**config.mk**
```make
export PLATFORM = sky130hd
export DESIGN_NAME = mem_port_arbiter
export DESIGN_NICKNAME = d
export VERILOG_FILES = /design/src/rtl/mem_port_arbiter.sv
export SDC_FILE = /design/constraint.sdc
export NUM_CORES = 1
export LEC_CHECK = 0
export CAP_MARGIN = 20
export CELL_PAD_IN_SITES_DETAIL_PLACEMENT = 1
export CELL_PAD_IN_SITES_GLOBAL_PLACEMENT = 1
export CORE_AREA = 3 3 109 111
export CTS_BUF_LIST = sky130_fd_sc_hd__clkbuf_8 sky130_fd_sc_hd__clkbuf_16
export CTS_CLUSTER_DIAMETER = 200
export DETAILED_ROUTE_END_ITERATION = 16
export DIE_AREA = 0 0 112 114
export DONT_BUFFER_PORTS = 1
export PLACE_DENSITY = 0.47
export SLEW_MARGIN = 20
export SYNTH_ARGS = -nofsm -noshare
export SYNTH_HDL_FRONTEND = slang
export SYNTH_SLANG_ARGS = --single-unit
```
**constraint.sdc**
```tcl
create_clock -name clk_i -period 2.1 [get_ports clk_i]
set_clock_uncertainty 0.1 [all_clocks]
set_input_delay 0.42 -clock clk_i [delete_from_list [all_inputs] [get_ports clk_i]]
set_output_delay 0.42 -clock clk_i [all_outputs]
set_load 0.02 [all_outputs]
```
**src/rtl/mem_port_arbiter.sv**
```systemverilog
// mem_port_arbiter: shares one OBI-like req/gnt/rvalid memory port among
// NUM_REQ requesters and routes in-order responses back through a tag FIFO.
//
// Ports:
//   clk_i, reset_ni        clock, asynchronous active-low reset
//   s_req_i/s_addr_i/...   packed requester side (slice i per requester)
//   s_gnt_o, s_rvalid_o    per-requester grant / response valid
//   s_rdata_o              response data, broadcast to all requesters
//   m_*                    single memory port
//   outstanding_o          tag-FIFO occupancy
//   err_o                  sticky: rvalid seen with no outstanding tag
//
// Build option: define MEM_ARB_RR_EN for round-robin arbitration;
// when undefined, fixed priority (lowest index wins).
module mem_port_arbiter #(
  parameter int NUM_REQ         = 2,
  parameter int ADDR_WIDTH      = 32,
  parameter int DATA_WIDTH      = 32,
  parameter int BE_WIDTH        = 4,
  parameter int MAX_OUTSTANDING = 2
) (
  input  logic                           clk_i,
  input  logic                           reset_ni,
  input  logic [NUM_REQ-1:0]             s_req_i,
  input  logic [NUM_REQ*ADDR_WIDTH-1:0]  s_addr_i,
  input  logic [NUM_REQ-1:0]             s_we_i,
  input  logic [NUM_REQ*BE_WIDTH-1:0]    s_be_i,
  input  logic [NUM_REQ*DATA_WIDTH-1:0]  s_wdata_i,
  output logic [NUM_REQ-1:0]             s_gnt_o,
  output logic [NUM_REQ-1:0]             s_rvalid_o,
  output logic [DATA_WIDTH-1:0]          s_rdata_o,
  output logic                           m_req_o,
  output logic [ADDR_WIDTH-1:0]          m_addr_o,
  output logic                           m_we_o,
  output logic [BE_WIDTH-1:0]            m_be_o,
  output logic [DATA_WIDTH-1:0]          m_wdata_o,
  input  logic                           m_gnt_i,
  input  logic                           m_rvalid_i,
  input  logic [DATA_WIDTH-1:0]          m_rdata_i,
  output logic [$clog2(MAX_OUTSTANDING+1)-1:0] outstanding_o,
  output logic                           err_o
);

  localparam int IW = (NUM_REQ > 1) ? $clog2(NUM_REQ) : 1;
  localparam int PW = (MAX_OUTSTANDING > 1) ? $clog2(MAX_OUTSTANDING) : 1;
  localparam int CW = $clog2(MAX_OUTSTANDING + 1);

  localparam logic ST_UNLOCKED = 1'b0;
  localparam logic ST_LOCKED   = 1'b1;

  localparam logic [PW-1:0] LAST_PTR = PW'(MAX_OUTSTANDING - 1);
  localparam logic [CW-1:0] FULL_CNT = CW'(MAX_OUTSTANDING);

  logic          state_q;
  logic [IW-1:0] lock_idx_q;
  logic [IW-1:0] tag_q [MAX_OUTSTANDING];
  logic [PW-1:0] wptr_q;
  logic [PW-1:0] rptr_q;
  logic [CW-1:0] cnt_q;
  logic          err_q;

  logic [IW-1:0] win;
  logic [IW-1:0] sel;
  logic [IW-1:0] head;
  logic          any_req;
  logic          full;
  logic          m_req;
  logic          hs;
  logic          pop;

`ifdef MEM_ARB_RR_EN
  localparam logic [IW-1:0] LAST_IDX = IW'(NUM_REQ - 1);

  logic [IW-1:0] rr_ptr_q;
  logic          found;
  int            j;

  always_comb begin
    win   = '0;
    found = 1'b0;
    j     = 0;
    for (int k = 0; k < NUM_REQ; k++) begin
      j = int'(rr_ptr_q) + k;
      if (j >= NUM_REQ) j = j - NUM_REQ;
      if (!found && s_req_i[j]) begin
        found = 1'b1;
        win   = IW'(j);
      end
    end
  end

  always_ff @(posedge clk_i or negedge reset_ni) begin
    if (!reset_ni) begin
      rr_ptr_q <= '0;
    end else if (hs) begin
      rr_ptr_q <= (sel == LAST_IDX) ? '0 : sel + IW'(1);
    end
  end
`else
  always_comb begin
    win = '0;
    for (int k = NUM_REQ - 1; k >= 0; k--) begin
      if (s_req_i[k]) win = IW'(k);
    end
  end
`endif

  assign any_req = |s_req_i;
  assign sel     = (state_q == ST_LOCKED) ? lock_idx_q : win;
  assign full    = (cnt_q == FULL_CNT);
  // Full blocks new requests even if a pop lands in the same cycle.
  assign m_req   = reset_ni & ((state_q == ST_LOCKED) | any_req) & ~full;
  assign hs      = m_req & m_gnt_i;
  assign pop     = m_rvalid_i & (cnt_q != '0);
  assign head    = tag_q[rptr_q];

  always_comb begin
    s_gnt_o    = '0;
    s_rvalid_o = '0;
    s_rdata_o  = '0;
    m_addr_o   = '0;
    m_we_o     = 1'b0;
    m_be_o     = '0;
    m_wdata_o  = '0;
    m_req_o    = m_req;
    if (hs) s_gnt_o[sel] = 1'b1;
    if (reset_ni) begin
      if (pop) s_rvalid_o[head] = 1'b1;
      s_rdata_o = m_rdata_i;
      m_addr_o  = s_addr_i[sel*ADDR_WIDTH +: ADDR_WIDTH];
      m_we_o    = s_we_i[sel];
      m_be_o    = s_be_i[sel*BE_WIDTH +: BE_WIDTH];
      m_wdata_o = s_wdata_i[sel*DATA_WIDTH +: DATA_WIDTH];
    end
  end

  assign outstanding_o = reset_ni ? cnt_q : '0;
  assign err_o         = reset_ni & err_q;

  always_ff @(posedge clk_i or negedge reset_ni) begin
    if (!reset_ni) begin
      state_q    <= ST_UNLOCKED;
      lock_idx_q <= '0;
      wptr_q     <= '0;
      rptr_q     <= '0;
      cnt_q      <= '0;
      err_q      <= 1'b0;
      for (int i = 0; i < MAX_OUTSTANDING; i++) tag_q[i] <= '0;
    end else begin
      unique case (state_q)
        ST_UNLOCKED: begin
          if (m_req && !m_gnt_i) begin
            state_q    <= ST_LOCKED;
            lock_idx_q <= sel;
          end
        end
        default: begin
          if (hs) state_q <= ST_UNLOCKED;
        end
      endcase
      if (hs) begin
        tag_q[wptr_q] <= sel;
        wptr_q <= (wptr_q == LAST_PTR) ? '0 : wptr_q + PW'(1);
      end
      if (pop) begin
        rptr_q <= (rptr_q == LAST_PTR) ? '0 : rptr_q + PW'(1);
      end
      unique case (1'b1)
        hs & ~pop: cnt_q <= cnt_q + CW'(1);
        pop & ~hs: cnt_q <= cnt_q - CW'(1);
        default:   cnt_q <= cnt_q;
      endcase
      if (m_rvalid_i && cnt_q == '0) err_q <= 1'b1;
    end
  end

endmodule

```
==> metrics.md <==
| Metric | Value |
|---|---|
| Worst r2r path cells | 7 |
| Synth warnings | 0 |
| Drt wl/cell | 21.6 microns |
| Power Density | 899 mW/mm^2 |
| Relative slew slack | 69.6% |
| Starting DRC count in detailed routing | 169 |
| Layout cells sized above 1 | 38.8% |
| Achievable Freq | 445 MHz |
| Number of cells in the design after placement | 508 |
| Synthesized area per cell | 6.55 sq um |
| Final min period | 2.25 ns |
| Hold_sp | m_rvalid_i |
| Clock Sink Count | 9 |
| Starting Density | 19.8% |
| Cell Area, Synth | 0.00215 sq mm |
| Hold_ws | 0.212 ns |
| Peak supply drop | 0.421 mV |
| Synthesized instance count | 329 |
| Setup crit start kind | flip-flop |
| Overflow after GRT | 0 |
| Sequential share of the synthesized area | 10.5% |
| CTS Root Cell | clkbuf_8 |
| Failing checks | setup timing |
| Reg2reg end | cnt_q[1] |
| Post-route ant nets | 0 |
| DR vias/cell | 5.46 |
| Maximum clock path buffer count | 2 |
| Max-slew violations | 0 |
| Final WL | 11300 microns |
| Syn Nets | 506 |
| Final Hold Vio Count | 0 |
| CP max FO | 19 |
| Share of the synthesized area in the top cell type | 24.1% |
| Largest net degree at the start of global routing | 112 |
| Leak Pwr | 1.42 nW |
| IO buf count | 0 |
| RSZ-0062 raised after global routing | yes |
| Number of H-tree levels | 1 |
| Final Non-Filler Cells | 524 |
| Final TNS setup | -6.97 ns |
| Hpwl dp | 7470 microns |
| DRC errors left | 0 |
| Fin util | 30.6% |
| Worst R2R Setup Slack | 0.13 ns |
| Width of the die | 112 microns |
| Row count | 38 |
| Setup CP Type | flip-flop to output pin |
| Clock transition at the registers of the reported paths | 0.05 ns |
| Die area | 0.0128 sq mm |
| Inserted Diodes | 0 |
| Worst EP required | 1.58 ns |
| Hold Path Class | primary input to flip-flop |
| Post-synthesis register bit count | 9 |
| Number of library cell types mapped by synthesis | 31 |
| Final setup fails | 71 |
| Overall die height | 114 microns |
| Initial antenna violation count | 0 |
| Drt pass-1 iters | 4 |
| TritonCTS buffer count | 3 |
| Worst Hold End | err_q |
| Via count | 2861 |
| Number of global-route vias before repair | 2949 |
| Ranking of synthesized cells by area | a21boi_1 24%, nand3_1 16%, o21ai_0 14%, and2_1 10%, dfrtp_1 10% |
| Slew @ Worst Pin | 0.454 ns |
| Routability Congestion | 0.769 |
| CP arrival | 1.73 ns |
| Post-route setup slack | -0.147 ns |
| Number of flops mapped to enable cells by yosys | 0 |
| Layout area overhead | 54.9% |
| Asr flop ratio synth | 100% |
| GRT Overall Usage | 14.4% |
| I/O pins | 285 |
| Worst setup EP type | output pin |
| Core ar. | 0.0109 sq mm |
| CTS tree | yes |
| Synth Flop Type | dfrtp_1 |
| Clk_lat worst skew | 0.23 ns |
| Pre-CTS WS | 0.0204 ns |
| Max Cap Violations | 0 |
| Hold Path Stages | 1 |
| Status | finished, violations left |
| FILL cells | 1309 |
| Nets | 562 |
| Synth area leader | a21boi_1 |
| First-pass GRT wire length | 15400 microns |
| Tcrit/Tclk final | 107% |
-- Yosys cell counts (all sizes together), types with 2 or more instances --
library cell  number
nand2              4
nor2               5
a21boi            69
and3               2
dfrtp              9
buf               15
and2              37
mux2               3
o21ai             69
xnor2              3
clkbuf            26
nand4              2
nand3             70
xor2               2
-- worst max path at each step --
stage / start / endpoint / slack, ns / cells past startpoint
2_1_floorplan: flip-flop / m_addr_o[21] / 0.14 / 5
3_3_place_gp: flip-flop / m_wdata_o[27] / 0.05 / 5
3_5_place_dp: flip-flop / m_addr_o[25] / 0.02 / 5
4_1_cts: flip-flop / m_wdata_o[26] / -0.09 / 5
5_1_grt: flip-flop / m_addr_o[20] / -0.24 / 6
6_report: flip-flop / m_addr_o[25] / -0.15 / 5
-- cells by family after synthesis --
| family | synth area share, % |
|---|---|
| adder cells (fa/ha/maj) | 0.581 |
| AO/OA/AOI/OAI | 41.6 |
| AND/OR/NAND/NOR | 32.3 |
| XOR/XNOR | 2.03 |
| multiplexers | 2.03 |
| flip-flops | 10.5 |
| buffers and inverters | 11.0 |
-- placed cells by master (no fill, tap or decap), types with 2 or more instances in the layout --
cell       instances
xnor2_1            3
nor2_1             4
buf_12             9
clkbuf_16          3
o21ai_0           23
clkbuf_8           3
a21boi_1          52
nand2_1            3
inv_1              2
o21ai_1           41
a21boi_2          17
nand4_1            2
nand3_2           20
mux2_2             3
dfrtp_1            8
buf_6             14
buf_16             3
and2_1            36
buf_4             62
xor2_1             2
o21ai_2            5
nand3_1           49
-- power by group --
part	switching [mW]	internal, mW
Clock	0.0672	0.127
Combinational	1.39	1.08
Sequential	0.0849	0.255
Total	1.54	1.46
-- repair_timing --
item / 4_1_cts / 5_1_grt
hold endpoints to repair: 9 / 0
gates resized for setup: 30 / 72
setup buffers: 3 / 1
hold buffers: 1 / 0
endpoints found under the setup margin: 71 / 71
pin swaps: 13 / 12
gates cloned: 2 / 5
-- critical path: stages, from the launching register on --
cell and delay (ns):
dfrtp_2 0.44, or3b_4 0.51, buf_12 0.19, nand3_1 0.10, a21boi_1 0.09, buf_4 0.16
-- per-stage QoR --
| step | total power, mW | instance area [sq um] |
|---|---|---|
| CTS | 2.74 | 2990 |
| detailed placement | 2.41 | 2810 |
| finish | 3.00 | 3340 |
| global placement | 2.36 | 2810 |
| global route | 3.22 | 3340 |
| floorplan | 1.69 | 2150 |
-- routing by layer --
layer	share of wire, %	global-route usage, %	vias to the layer above
met5	0	0	-
met4	0.41	1.44	0
met3	8.2	2.86	6
met2	54	28.7	169
met1	37	16.4	1389
li1	-	-	1297
-- final cells by class --
| type | instances | area, sq um | area share, % |
|---|---|---|---|
| clock buffers | 3 | 41.3 | 1.24 |
| clock inverters | 1 | 3.75 | 0.113 |
| well taps | 140 | 175 | 5.25 |
| repair buffers | 92 | 971 | 29.1 |
| multi-input cells | 278 | 1910 | 57.4 |
| inverters | 1 | 3.75 | 0.113 |
| flip-flops and latches | 9 | 226 | 6.79 |
No activity file was read; power rests on OpenSTA's default activity.
